--- config.mk ---
export PLATFORM = sky130hd
export DESIGN_NAME = vit_seq_ctrl
export DESIGN_NICKNAME = d
export VERILOG_FILES = /design/src/rtl/vit_seq_ctrl.sv
export SDC_FILE = /design/constraint.sdc
export NUM_CORES = 1
export LEC_CHECK = 0
export ABC_CLOCK_PERIOD_IN_PS = 2220
export BUFFER_PORTS_ARGS = -buffer_cell sky130_fd_sc_hd__buf_4
export CORE_MARGIN = 2
export CORE_UTILIZATION = 30
export CTS_CLUSTER_DIAMETER = 80
export DETAILED_ROUTE_END_ITERATION = 6
export PLACE_DENSITY = 0.47
export SYNTH_ARGS = -nofsm -noshare
export SYNTH_HDL_FRONTEND = slang
export SYNTH_SLANG_ARGS = --single-unit
--- constraint.sdc ---
create_clock -name clk -period 2.22 [get_ports clk]
set_clock_uncertainty 0.05 [all_clocks]
set_input_delay 0.444 -clock clk [delete_from_list [all_inputs] [get_ports clk]]
set_output_delay 0.444 -clock clk [all_outputs]
set_load 0.03 [all_outputs]
--- src/rtl/vit_seq_ctrl.sv ---
// Viterbi decoder sequencing controller.
// Takes 16-bit received words (eight 2-bit symbols, MSB pair first) and feeds
// one symbol per cycle to the branch-metric unit. It also raises the ACS enable
// one cycle later, together with the trellis step index. At the end of a frame
// it runs the traceback handshake, with a timeout guard.
module vit_seq_ctrl #(
  parameter int FRAME_SYMS = 512,
  parameter int TB_TIMEOUT = 4096,
  localparam int CW = $clog2(FRAME_SYMS),
  localparam int TW = $clog2(TB_TIMEOUT + 1)
) (
  input  logic          clk,
  input  logic          rst,
  input  logic          in_valid,
  output logic          in_ready,
  input  logic [15:0]   in_word,
  output logic          en_brch,
  output logic [1:0]    sym_rx,
  output logic          en_acs,
  output logic [CW-1:0] sym_idx,
  output logic          tb_start,
  input  logic          tb_done,
  output logic          frame_done,
  output logic          err_timeout,
  output logic          busy
);

  // Binary state encoding.
  localparam logic [2:0] IDLE  = 3'd0;
  localparam logic [2:0] BRCH  = 3'd1;
  localparam logic [2:0] WAIT  = 3'd2;
  localparam logic [2:0] FLUSH = 3'd3;
  localparam logic [2:0] TB    = 3'd4;
  localparam logic [2:0] DONE  = 3'd5;

  // Index of the last symbol in a frame, and the last cycle of the traceback window.
  localparam logic [CW-1:0] LAST_SYM = CW'(FRAME_SYMS - 1);
  localparam logic [TW-1:0] TO_LAST  = TW'(TB_TIMEOUT - 1);

  logic [2:0]    state;
  logic [2:0]    state_nxt;
  // The shift register holds the symbols of the current word that are not yet
  // issued, left-aligned. The symbol on sym_rx has already been taken out.
  logic [15:0]   shift;
  logic [15:0]   shift_nxt;
  logic [CW-1:0] cnt;
  logic [CW-1:0] cnt_nxt;
  logic [TW-1:0] to_cnt;
  logic [TW-1:0] to_nxt;
  logic          en_brch_nxt;
  logic [1:0]    sym_rx_nxt;
  logic          tb_start_nxt;
  logic          frame_done_nxt;
  logic          err_nxt;
  logic          word_end;
  logic          accept;

  // The current symbol is the last one of its word.
  assign word_end = (cnt[2:0] == 3'd7);
  assign accept   = in_valid && in_ready;

  // Ready depends only on state and symbol count; it is held low while reset is asserted.
  always_comb begin
    in_ready = 1'b0;
    if (rst) begin
      in_ready = 1'b0;
    end else begin
      case (state)
        IDLE:    in_ready = 1'b1;
        WAIT:    in_ready = 1'b1;
        BRCH:    in_ready = word_end && (cnt != LAST_SYM);
        default: in_ready = 1'b0;
      endcase
    end
  end

  // Next-state and next-output computation for the sequencer.
  always_comb begin
    state_nxt      = state;
    shift_nxt      = shift;
    cnt_nxt        = cnt;
    to_nxt         = to_cnt;
    en_brch_nxt    = 1'b0;
    sym_rx_nxt     = 2'b00;
    tb_start_nxt   = 1'b0;
    frame_done_nxt = 1'b0;
    err_nxt        = err_timeout;
    case (state)
      IDLE: begin
        if (accept) begin
          state_nxt   = BRCH;
          shift_nxt   = {in_word[13:0], 2'b00};
          sym_rx_nxt  = in_word[15:14];
          en_brch_nxt = 1'b1;
          cnt_nxt     = '0;
          err_nxt     = 1'b0;
        end else begin
          state_nxt = IDLE;
        end
      end
      BRCH: begin
        if (cnt == LAST_SYM) begin
          // The final symbol is on the bus now, so its ACS step happens during FLUSH.
          state_nxt = FLUSH;
        end else if (word_end) begin
          cnt_nxt = cnt + CW'(1);
          if (accept) begin
            // Reload in the same cycle so back-to-back words leave no gap in en_brch.
            shift_nxt   = {in_word[13:0], 2'b00};
            sym_rx_nxt  = in_word[15:14];
            en_brch_nxt = 1'b1;
          end else begin
            state_nxt = WAIT;
          end
        end else begin
          shift_nxt   = {shift[13:0], 2'b00};
          sym_rx_nxt  = shift[15:14];
          en_brch_nxt = 1'b1;
          cnt_nxt     = cnt + CW'(1);
        end
      end
      WAIT: begin
        if (accept) begin
          state_nxt   = BRCH;
          shift_nxt   = {in_word[13:0], 2'b00};
          sym_rx_nxt  = in_word[15:14];
          en_brch_nxt = 1'b1;
        end else begin
          state_nxt = WAIT;
        end
      end
      FLUSH: begin
        state_nxt    = TB;
        tb_start_nxt = 1'b1;
        to_nxt       = '0;
      end
      TB: begin
        // tb_done is ignored in the cycle that carries tb_start. tb_done wins over the timeout.
        if (!tb_start && tb_done) begin
          state_nxt      = DONE;
          frame_done_nxt = 1'b1;
        end else if (to_cnt == TO_LAST) begin
          state_nxt      = DONE;
          frame_done_nxt = 1'b1;
          err_nxt        = 1'b1;
        end else begin
          to_nxt = to_cnt + TW'(1);
        end
      end
      DONE: begin
        state_nxt = IDLE;
      end
      default: begin
        state_nxt = IDLE;
      end
    endcase
  end

  // Sequencer state, counters and registered control outputs.
  always_ff @(posedge clk or posedge rst) begin
    if (rst) begin
      state       <= IDLE;
      shift       <= '0;
      cnt         <= '0;
      to_cnt      <= '0;
      en_brch     <= 1'b0;
      sym_rx      <= 2'b00;
      tb_start    <= 1'b0;
      frame_done  <= 1'b0;
      err_timeout <= 1'b0;
      busy        <= 1'b0;
    end else begin
      state       <= state_nxt;
      shift       <= shift_nxt;
      cnt         <= cnt_nxt;
      to_cnt      <= to_nxt;
      en_brch     <= en_brch_nxt;
      sym_rx      <= sym_rx_nxt;
      tb_start    <= tb_start_nxt;
      frame_done  <= frame_done_nxt;
      err_timeout <= err_nxt;
      busy        <= (state_nxt != IDLE);
    end
  end

  // ACS enable and trellis index trail the branch-metric enable by one cycle.
  always_ff @(posedge clk or posedge rst) begin
    if (rst) begin
      en_acs  <= 1'b0;
      sym_idx <= '0;
    end else begin
      en_acs <= en_brch;
      if (en_brch) begin
        sym_idx <= cnt;
      end else begin
        sym_idx <= sym_idx;
      end
    end
  end

endmodule

* Word level (Yosys, flattened, before mapping)
Index checks and enable logic that the tools add are counted.
Cells by class: add/subtract/negate cells 2, multipliers 0, div/mod/pow operators 0, magnitude comparators 0, equality and inequality tests 13, shift-type cells 0, mux-type cells 36, bitwise gates (word level) 0, reduce and logical (&&, ||, !) cells 15
Operator list (count):
- 2-to-1 mux 16 bit | 3
- case mux 16 bit (2 select lines) | 1
- 2-to-1 mux 13 bit | 2
- case mux 13 bit (2 select lines) | 1
- 2-to-1 mux 9 bit | 2
- case mux 9 bit (2 select lines) | 1
- 2-to-1 mux 3 bit | 5
- case mux 3 bit (5 select lines) | 1
- adder 13 x 1 -> 13 bit (second input constant) | 1
- equality test 13 x 12 -> 1 bit (second input constant) | 1
- 2-to-1 mux 1 bit | 12
- != test 2 bit (second input constant) | 5
- adder 9 x 1 -> 9 bit (second input constant) | 1
- equality test 9 bit (second input constant) | 1
- != test 9 bit (second input constant) | 1
- 2-to-1 mux 2 bit | 4
- nonzero test 2 bit | 4
- equality test 3 x 2 -> 1 bit (second input constant) | 2
- equality test 3 bit (second input constant) | 2
- case mux 1 bit (2 select lines) | 3
- AND reduction 3 bit | 2
- case mux 2 bit (2 select lines) | 1
- AND reduction 4 bit | 1
- equality test 3 x 1 -> 1 bit (second input constant) | 1
- other kinds (6) | 8
Storage, ports and cells: flip-flop bits (word level) 58, latch bits 0, bits in writable memories 0, memory bits (read-only) 0, input bits 20, output and inout bits 18, logic and storage cells 78, memories 0

* Logic depth before layout (Yosys ltp)
word-level depth 10, mapped depth 10, gate-level depth less buffers 9

* Least setup slack after synthesis
Ideal clock, no wire load.
path kind register to output, from register cnt[0], to output port in_ready, data arrival time 2.147 ns, data required time 1.726 ns, setup slack -0.421 ns, cell stages (with the launch flop) 7, buffers on the path 0, cell sequence dfrtp_1 -> ha_1 -> nand3_1 -> nor2_1 -> ha_1 -> or3b_1 -> a211oi_1
Between the ends: longest elaborated chain between the ends 4, elaborated cells on any way between the ends 5, classes of those cells 2 x eq/ne; 2 x mux; 1 x reduce/logical
Ends and longest elaborated chain:
- start: declaration | line 46 | logic [CW-1:0] cnt;
- start signal: assignment | line 175 | cnt <= cnt_nxt;
- != test 9 bit / equality test 3 bit (equally long branches) | line 71, 59
- logical AND 1 bit (*) | line 71 | BRCH: in_ready = word_end && (cnt != LAST_SYM);
- case mux 1 bit (2 select lines) (*) | line 68 | case (state)
- 2-to-1 mux 1 bit (*) | line 65 | if (rst) begin
- end: declaration | line 15 | output logic in_ready,
Every way passes the cells marked *; elsewhere a longest branch is shown, timed or not.

* Worst setup path in the final report
Same ends and word-level chain as after synthesis.

==> metrics.txt <==
area leader, netlist dfrtp_1; htree depth 3; PortBufs 37; critical path arrival 2130 ps; final wirelength 6431 um; critical-path cell list ha_2, nand3_2, nor2_2, ha_2, or3b_4, buf_6, a211oi_2, buf_4; first-pass GRT wire length 10690 um; P&R area growth vs syn 35.37%; final hold violation count 0; Iteration-0 DRC Markers 85; Synth Area per Inst 9.875 sq um; antenna cells 0; Setup CP Type register to primary output; clock root buffer clkbuf_8; DRC errors left 0; gpl congestion 0.7857; largest net degree at the start of global routing 59; DR vias/cell 4.896; worst slew pin tran 543.7 ps; critical path's top delay family simple AND/OR/NAND/NOR gates; dpl hpwl 4294 um; Initial Util 31.17%; failing checks negative setup slack; Stages on worst setup path 8; Longest Clk Path Bufs 2; Placed Instances 433; PwrDens 1178 mW/mm^2; final worst path period share 118.2%; Num CTS Buffers 9; Synth async-reset ratio 100.0%; initial antenna violation count 0; largest family of logic cells by synthesized area simple AND/OR/NAND/NOR gates; core area 0.008806 sq mm; Tot Pwr 4.378 mW; Final #Nets 364; outcome complete, but fails checks; Yosys warnings 0; Die Y 99.66 um; post-synth cell types 41; Die Wd 99.66 um; clock slew at reported path FFs 70 ps; Boundary Pins 38; Post-Route Setup TNS -3093 ps; vias in the first global route 2185; worst hold margin 149.4 ps; CTS tree done; via count 2218; Non-Filler Instances 453; layout cells sized above 1 37.10%; Worst path slowest cell dfrtp_1; Tmin final 2624 ps; Synth Area in Simple Gates 21.60%; Synth Area in Compound Gates 10.89%; Slew Viols, Final 0; most used cell along the critical path ha_2; site row count 34; CP Buf/Inv Count 2; slowest stage delay, CP 390 ps; Netlist Area Pre-Place 0.002745 sq mm; max cap viols 0; Initial DRT Pass Iterations 4; Crit Path Max Fanout 3; grt ovf 0; Max rail drop VDD 0.5333 mV; f_max 381.1 MHz; Synth Area in XOR/XNOR 3.829%; leakage power 1.651 nW; post-synthesis adder-cell area fraction 1.823%; post-synthesis mux area share 4.831%; Mapped Cells 278; max_slew headroom 63.47%; Final setup violation count 20; Util after Layout 42.20%; Final ANT Viol Nets 0; syn nets 302; hold_buf cts 0; PnR worst setup slack -403.9 ps; Required @ worst endpoint 1730 ps; Most used DFF post-synth dfrtp_1; Worst setup SP type register; CP Capture Type primary output; worst skew pair latency 340 ps; Seq/Total Area, Yosys 52.87%; top-area cell type share of the netlist area 52.87%; reg2reg path depth 10; DIE AREA 0.009931 sq mm; synth top area cells dfrtp_1, nor2_1, mux2_2; routed len/inst 14.20 um; unrepaired setup endpoints after global routing true; hold crit path type primary input to async pin; Post-synth EDFFs 0; Tot GR Track Use 13.90%; clock sink count 58; synthesized flop and latch total 58
-- cells in the mapped netlist (all sizes together) (6+ instances only) --
cell / instances
xnor2: 12
inv: 13
clkbuf: 8
nor2: 45
o22ai: 16
nor4: 6
nand3: 11
nand2: 22
mux2: 10
dfrtp: 58
nor3: 9
o21ai: 15
a21oi: 7
-- where the power goes --
part / leakage (nW) / switching, mW / internal (mW)
clock: 0.0986 / 0.432 / 0.578
sequential: 0.744 / 0.258 / 1.37
combinational: 0.808 / 0.927 / 0.811
-- placed cells by master (no fill, tap or decap), drive strengths merged, types with 7 or more instances in the layout --
cell	synthesis	routed
nand2	22	22
o22ai	16	16
nand3	11	11
o21ai	15	15
inv	13	13
dfrtp	58	58
nor3	9	9
nor2	45	45
a21oi	7	7
clkbuf	8	12
xnor2	12	12
mux2	10	10
buf	5	64
-- tightest hold or removal path: cells and delay by family --
family	cells	cell delay [ps]
buffers and inverters	3	490
-- what timing repair did --
action	4_1_cts	5_1_grt
endpoints found under the setup margin	18	26
resized for setup	28	16
pin swaps	9	10
setup buffers	3	0
gates cloned	1	0
-- layout make-up --
class                           count  area (sq um)
Sequential cell                    58          1451
Timing Repair Buffer               64         523.0
Inverter                           13         48.80
Clock inverter                      4         50.05
Clock buffer                       12         155.1
Fill cell                         885          5090
Tap cell                          108         135.1
Multi-Input combinational cell    194          1353
-- final timing paths --
kind	start	endpoint	slack (ps)
hold / removal	rst	shift[12]	150
setup reg to reg	cnt[0]	shift[8]	-180
max in group asynchronous	rst	state[0]	1710
setup / recovery	cnt[0]	in_ready	-400
hold reg to reg	sym_idx[7]	sym_idx[7]	460
min in group clk	in_word[4]	shift[6]	330
-- per-stage QoR --
stage                     worst slack [ps]  instance area, sq um
final                               -403.9                  3716
after global routing                -497.2                  3716
after CTS                           -421.7                  3655
after detailed placement            -164.2                  3288
after global placement              -115.0                  3288
after floorplan                     -52.84                  2759
-- sequential cells by signal, indices dropped and copies added, names as in the netlist --
register,cells
en_brch,1
shift,16
state,3
cnt,9
busy,1
sym_idx,9
err_timeout,1
en_acs,1
sym_rx,2
tb_start,1
to_cnt,13
frame_done,1
-- layer usage --
layer | vias to the layer above | track usage (%) | share of wire [%]
met5 | - | 0 | 0
met4 | 0 | 6.322 | 2.0
met3 | 10 | 3.795 | 4.1
met2 | 39 | 18.56 | 43
met1 | 1066 | 20.72 | 50
li1 | 1103 | - | -
-- cell families (layout without fill, tap and decap cells) --
group / after synthesis / in the layout
AND/OR/NAND/NOR: 118 / 118
XOR/XNOR: 12 / 12
buffers and inverters: 26 / 93
flip-flops: 58 / 58
multiplexers: 12 / 12
adder cells (fa/ha/maj): 4 / 4
AO/OA/AOI/OAI: 48 / 48
Note: power is estimated with default switching activity, not from simulation.
